===== src/rtl/branch_ctrl.sv =====
// -----------------------------------------------------------------------------
// branch_ctrl
//   Resolve-stage branch controller. Decodes B, B.cond, CBZ and CBNZ, holds
//   the architectural NZCV register, and on a taken branch issues a one-cycle
//   fetch redirect followed by a fixed-length squash of the younger stages.
//   Instructions arriving while the squash is active are ignored.
//
// Parameters
//   N             PC / branch target width
//   FLUSH_CYCLES  number of cycles flush stays high after a taken branch (1..7)
//
// Ports
//   clk            rising-edge clock
//   reset          asynchronous, active-low reset
//   instr          instruction word in the resolve stage
//   instr_valid    instr is live this cycle
//   set_flags      instr writes NZCV (ADDS/SUBS/ANDS)
//   alu_flags      {N,Z,C,V} produced by instr
//   reg_zero       CBZ/CBNZ operand equals zero
//   branch_target  computed target of instr
//   pc_src         registered: select pc_target for the next fetch
//   pc_target      registered redirect address
//   flush          registered: squash all younger stages
//   flags_q        architectural NZCV register
//   taken_cnt      running count of taken branches (wraps)
// -----------------------------------------------------------------------------
module branch_ctrl #(
    parameter int N            = 64,
    parameter int FLUSH_CYCLES = 3
) (
    input  logic          clk,
    input  logic          reset,
    input  logic [31:0]   instr,
    input  logic          instr_valid,
    input  logic          set_flags,
    input  logic [3:0]    alu_flags,
    input  logic          reg_zero,
    input  logic [N-1:0]  branch_target,
    output logic          pc_src,
    output logic [N-1:0]  pc_target,
    output logic          flush,
    output logic [3:0]    flags_q,
    output logic [31:0]   taken_cnt
);

    typedef enum logic {
        RUN   = 1'b0,
        FLUSH = 1'b1
    } state_t;

    localparam logic [2:0] FLUSH_LOAD = 3'(FLUSH_CYCLES);

    state_t        state, state_nxt;
    logic [2:0]    cnt, cnt_nxt;
    logic          pc_src_nxt;
    logic [N-1:0]  pc_target_nxt;
    logic          flush_nxt;
    logic [3:0]    flags_nxt;
    logic [31:0]   taken_cnt_nxt;

    logic          is_bcond_p0, is_cbz_p0, is_cbnz_p0, is_b_p0, is_branch_p0;
    logic          br_taken_p0, accept_p0, take_p0, flag_wr_p0;
    logic          unused_bits;

    // Immediate fields are resolved upstream; only opcode and cond matter here.
    assign unused_bits = ^instr[23:5];

    // Condition evaluation against the registered NZCV (no same-cycle bypass).
    function automatic logic cond_pass(input logic [3:0] cond, input logic [3:0] nzcv);
        logic n, z, c, v;
        logic r;
        {n, z, c, v} = nzcv;
        case (cond)
            4'h0:    r = z;
            4'h1:    r = !z;
            4'h2:    r = c;
            4'h3:    r = !c;
            4'h4:    r = n;
            4'h5:    r = !n;
            4'h6:    r = v;
            4'h7:    r = !v;
            4'h8:    r = c & !z;
            4'h9:    r = !(c & !z);
            4'hA:    r = (n == v);
            4'hB:    r = (n != v);
            4'hC:    r = !z & (n == v);
            4'hD:    r = !(!z & (n == v));
            default: r = 1'b1;
        endcase
        return r;
    endfunction

    // Resolve stage: decode and branch outcome
    assign is_bcond_p0  = (instr[31:24] == 8'b0101_0100);
    assign is_cbz_p0    = (instr[31:24] == 8'b1011_0100);
    assign is_cbnz_p0   = (instr[31:24] == 8'b1011_0101);
    assign is_b_p0      = (instr[31:26] == 6'b000101);
    assign is_branch_p0 = is_bcond_p0 | is_cbz_p0 | is_cbnz_p0 | is_b_p0;

    // B.cond with bit 4 set is a reserved form and never branches.
    assign br_taken_p0 = (is_bcond_p0 & !instr[4] & cond_pass(instr[3:0], flags_q))
                       | (is_cbz_p0  &  reg_zero)
                       | (is_cbnz_p0 & !reg_zero)
                       |  is_b_p0;

    assign accept_p0  = (state == RUN) & instr_valid;
    assign take_p0    = accept_p0 & br_taken_p0;
    assign flag_wr_p0 = accept_p0 & set_flags & !is_branch_p0;

    always_comb begin
        state_nxt     = state;
        cnt_nxt       = cnt;
        pc_src_nxt    = 1'b0;
        pc_target_nxt = pc_target;
        flush_nxt     = 1'b0;
        flags_nxt     = flags_q;
        taken_cnt_nxt = taken_cnt;
        case (state)
            RUN: begin
                if (take_p0) begin
                    state_nxt     = FLUSH;
                    cnt_nxt       = FLUSH_LOAD;
                    pc_src_nxt    = 1'b1;
                    pc_target_nxt = branch_target;
                    flush_nxt     = 1'b1;
                    taken_cnt_nxt = taken_cnt + 32'd1;
                end
                if (flag_wr_p0) begin
                    flags_nxt = alu_flags;
                end
            end
            FLUSH: begin
                // cnt holds the flush cycles still to run including this one.
                if (cnt == 3'd1) begin
                    state_nxt = RUN;
                    cnt_nxt   = 3'd0;
                end else begin
                    cnt_nxt   = cnt - 3'd1;
                    flush_nxt = 1'b1;
                end
            end
            default: begin
                state_nxt = RUN;
                cnt_nxt   = 3'd0;
            end
        endcase
    end

    // Output / state register stage
    always_ff @(posedge clk or negedge reset) begin
        if (!reset) begin
            state     <= RUN;
            cnt       <= 3'd0;
            pc_src    <= 1'b0;
            pc_target <= '0;
            flush     <= 1'b0;
            flags_q   <= 4'b0000;
            taken_cnt <= 32'd0;
        end else begin
            state     <= state_nxt;
            cnt       <= cnt_nxt;
            pc_src    <= pc_src_nxt;
            pc_target <= pc_target_nxt;
            flush     <= flush_nxt;
            flags_q   <= flags_nxt;
            taken_cnt <= taken_cnt_nxt;
        end
    end

endmodule

===== config.mk =====
export PLATFORM = sky130hd
export DESIGN_NAME = branch_ctrl
export DESIGN_NICKNAME = d
export VERILOG_FILES = /design/src/rtl/branch_ctrl.sv
export SDC_FILE = /design/constraint.sdc
export NUM_CORES = 1
export LEC_CHECK = 0
export ABC_AREA = 0
export BUFFER_PORTS_ARGS = -buffer_cell sky130_fd_sc_hd__buf_4
export CAP_MARGIN = 10
export CORE_ASPECT_RATIO = 1.4
export CORE_MARGIN = 10
export CORE_UTILIZATION = 48
export CTS_CLUSTER_DIAMETER = 80
export DETAILED_ROUTE_END_ITERATION = 6
export PLACE_DENSITY = 0.83
export SYNTH_ARGS = -nofsm -noshare
export SYNTH_HDL_FRONTEND = slang
export SYNTH_SLANG_ARGS = --single-unit

===== constraint.sdc =====
create_clock -name clk -period 2.8 [get_ports clk]
set_input_delay 0.28 -clock clk [delete_from_list [all_inputs] [get_ports clk]]
set_output_delay 0.28 -clock clk [all_outputs]
set_load 0.1 [all_outputs]

==> results.txt <==
Cell class contributing the biggest share of worst-path delay - simple AND/OR/NAND/NOR gates
Place WS - 280 ps
Number of rows created at floorplan - 42
Routability congestion estimate from global placement - 0.806
Highest-delay cell along the critical path - sky130_fd_sc_hd__or3b_2
Path type of the worst setup path - reg2reg
Cell chosen for the clock root - sky130_fd_sc_hd__clkbuf_16
Instance area at placement - 0.00628 mm2
Post CTS Setup Buffer Count - 0
Main combinational cell family by area after synthesis - multiplexers
Ordered list of cells on the worst path - or3b_2 > a21boi_0 > o221a_2 > a2111oi_4 > nand2b_4 > clkinv_2 > buf_12 > mux2_2
Initial Utilization - 0.494
Worst IR drop on VDD - 0.000576 V
Clock Pin Slew Worst Setup and Hold Paths - 70 ps
Net total in the final layout - 656
Total count of hold-check failures in the final report - 0
Worst R2R Path Depth - 8
Critical path destination - pc_target[5]
Synthesized-area fraction occupied by ao, oa, aoi and oai cells - 0.0339
Tightest slew margin relative to the limit - 0.600
HPWL reported at the end of detailed placement - 9790 um
Critical path launch point - flags_q[2]
PortBufs - 187
Die Outline Area - 0.0143 mm2
Worst-margin pin slew - 599 ps
Antenna cell count - 0
Worst reg2reg endpoint - pc_target[5]
Fraction of the yosys area taken by sequential cells - 0.556
Count of cells resized by post-cts repair - 0
Y dimension of the die - 137 um
Detailed Routing Iterations Pass 1 - 4
Setup clock skew after layout - 8.15 ps
Largest net degree at the start of global routing - 49
Crit-path max FO - 37
Proportion of synthesized area in mux cells - 0.190
FMAX - 408 MHz
Power per standard cell area - 977 mW/mm2
Number of antenna violations at the first check in global routing - 0
Endpoints failing setup - 0
Final Cycle Share - 0.876
Type of destination of the critical path - flip-flop
Max Cap Violations - 0
Number of DRC violations after detailed-routing iteration 0 - 126
Die extent in x - 104 um
Commonest register cell after synthesis - sky130_fd_sc_hd__dfrtp_1
Via-to-Cell Ratio - 5.26
RSZ-0062 raised after global routing - false
Cell area after synthesis - 0.00473 mm2
Yosys synthesis warning count - 0
Mean area per synthesized cell - 13.3 um2
GRT Util Overall - 0.172
Total DRC errors in the routed layout - 0
Drt wl/cell - 18.5 um
Final WL - 12700 um
Global-route wire length before repair - 19900 um
TritonCTS buffer count - 9
Post-Synth XOR/XNOR Area - 0.0649
Static leakage - 0.00340 uW
Final setup slack of the worst path - 347 ps
Syn-to-layout area delta - 39.1%
CTS tree - yes
Number of clock sinks - 105
Detailed-route via count - 3602
Number of ports placed on the die boundary - 207
Critical R2R Launch - flags_q[2]
Final max-slew violation count - 0
Maximum clock path buffer count - 2
Synthesis-stage register bit count - 105
Worst R2R Setup Slack - 350 ps
Fillcell total - 727
Count of mapped cells out of synthesis - 354
Endpoint required time on the critical path - 3020 ps
Core footprint - 0.00956 mm2
Number of hold buffers added after CTS - 1
Post-synth EDFFs - 0
Final core utilization - 0.687
Worst-Skew Late Latency - 340 ps
Kind of launch point of the worst setup path - flip-flop
Remaining number of nets flagged by the antenna check after routing - 0
Post-synthesis cell type count - 46
Cell area after layout - 0.00658 mm2
Async set or reset register ratio after synthesis - 1.00
Number of nets in the synthesized netlist - 462
Number of H-tree levels - 3
Instance count on the critical path - 8
Share of synthesized cell area in and, or, nand and nor gates - 0.120
Number of buffers and inverters on the critical path - 2
Synthesized-area fraction occupied by adder cells - 0.00794
Run status - finished clean
Arr. time, crit path - 2680 ps
Fraction of layout cells with a size suffix above 1 - 0.515
Number of global-route vias before repair - 3801
Final min period - 2450 ps
Min-Delay Path Class - in2reg
Final sum of negative setup slack - 0 ps
Gr ovfl total - 0
Peak per-stage delay on the critical path - 470 ps
-- sequential cells by signal, summed over array words and instances (netlist names) --
register and cells:
taken_cnt 32, state 1, pc_target 64, pc_src 1, cnt 3, flags_q 4
-- report_power, final --
| part | switching (uW) | internal (uW) | leakage [uW] |
|---|---|---|---|
| clock network | 537 | 656 | 0.000132 |
| logic | 2450 | 768 | 0.00187 |
| registers | 199 | 1810 | 0.00140 |
-- layout make-up --
class	count	area [um2]	area share
clock buffer	13	260	0.0396
multi-input combinational	229	1970	0.300
timing repair buffer	196	1500	0.228
sequential	105	2630	0.400
clock inverter	3	23.8	0.00362
inverter	7	27.5	0.00419
tap	132	165	0.0251
-- Yosys cell counts, types with 3 or more instances --
cell,n,area share
sky130_fd_sc_hd__mux2_4,30,0.095
sky130_fd_sc_hd__nand2_1,19,0.015
sky130_fd_sc_hd__buf_2,6,0.0064
sky130_fd_sc_hd__dfrtp_1,105,0.56
sky130_fd_sc_hd__nor3_1,10,0.011
sky130_fd_sc_hd__nor4_1,16,0.021
sky130_fd_sc_hd__buf_8,3,0.0095
sky130_fd_sc_hd__mux2_2,39,0.093
sky130_fd_sc_hd__or3_1,4,0.0053
sky130_fd_sc_hd__and3_1,6,0.0079
sky130_fd_sc_hd__inv_1,6,0.0048
sky130_fd_sc_hd__o21ai_0,4,0.0042
sky130_fd_sc_hd__nor2b_1,3,0.0040
sky130_fd_sc_hd__xor2_1,27,0.050
sky130_fd_sc_hd__nand3_1,11,0.012
sky130_fd_sc_hd__nor2_1,10,0.0079
sky130_fd_sc_hd__ha_1,3,0.0079
sky130_fd_sc_hd__xnor2_1,8,0.015
sky130_fd_sc_hd__nand4_1,7,0.0093
-- through the flow --
| step | hold WS [ps] | power [uW] | cells |
|---|---|---|---|
| floorplan | -15.6 | 4500 | 354 |
| global placement | 322 | 5210 | 668 |
| detailed placement | 333 | 5270 | 668 |
| CTS | 150 | 6480 | 685 |
| global route | 154 | 6650 | 685 |
| finish | 161 | 6420 | 685 |
-- cell families (layout without fill, tap and decap cells) --
family          count (synthesis)  count (layout)
compound gates                 20              20
xor+xnor                       35              35
fa+ha+maj                       3               3
buf+inv                        20             219
flops                         105             105
mux                            70              70
simple gates                  101             101
-- worst min-delay path by stage --
stage                           start       endpoint  slack (ps)  cells past startpoint
floorplan                       reset         cnt[0]         -20                      0
global placement                reset  pc_target[63]         320                      1
detailed placement              reset  pc_target[63]         330                      1
CTS                 branch_target[28]  pc_target[28]         150                      2
global route        branch_target[28]  pc_target[28]         150                      2
finish              branch_target[36]  pc_target[36]         160                      2
-- worst reg2reg max path, cell delays in order (launching register included) --
cell	delay, ps
sky130_fd_sc_hd__dfrtp_1	450
sky130_fd_sc_hd__or3b_2	470
sky130_fd_sc_hd__a21boi_0	210
sky130_fd_sc_hd__o221a_2	240
sky130_fd_sc_hd__a2111oi_4	40
sky130_fd_sc_hd__nand2b_4	190
sky130_fd_sc_hd__clkinv_2	100
sky130_fd_sc_hd__buf_12	260
sky130_fd_sc_hd__mux2_2	380
-- per-layer routing --
metal | up-vias | GRT usage | wire length, um
met2 | 138 | 0.298 | 6690
met1 | 1786 | 0.188 | 4800
met4 | 0 | 0.0922 | 335
li1 | 1659 | - | -
met3 | 19 | 0.0496 | 865
met5 | - | 0 | 0
-- placed cells by master, fill, tap and decap left out, drive strengths merged, types with 2 or more instances in the layout --
| cell type | Yosys | routed |
|---|---|---|
| o22ai | 2 | 2 |
| mux2 | 69 | 69 |
| nand2b | 3 | 3 |
| xor2 | 27 | 27 |
| nand3b | 2 | 2 |
| nor3 | 10 | 10 |
| nand4 | 7 | 7 |
| or3 | 4 | 4 |
| nand4b | 2 | 2 |
| buf | 11 | 195 |
| nor4b | 2 | 2 |
| dfrtp | 105 | 105 |
| nand2 | 19 | 19 |
| o211ai | 2 | 2 |
| or3b | 2 | 2 |
| or4 | 2 | 2 |
| nand3 | 11 | 11 |
| xnor2 | 8 | 8 |
| and3 | 6 | 6 |
| ha | 3 | 3 |
| clkbuf | 2 | 13 |
| o21ai | 4 | 4 |
| nor4 | 16 | 16 |
| nor2 | 10 | 10 |
| inv | 7 | 7 |
| a21oi | 2 | 2 |
| nor2b | 3 | 3 |
| clkinvlp | 0 | 2 |
Note: power is estimated with default switching activity, not from simulation.
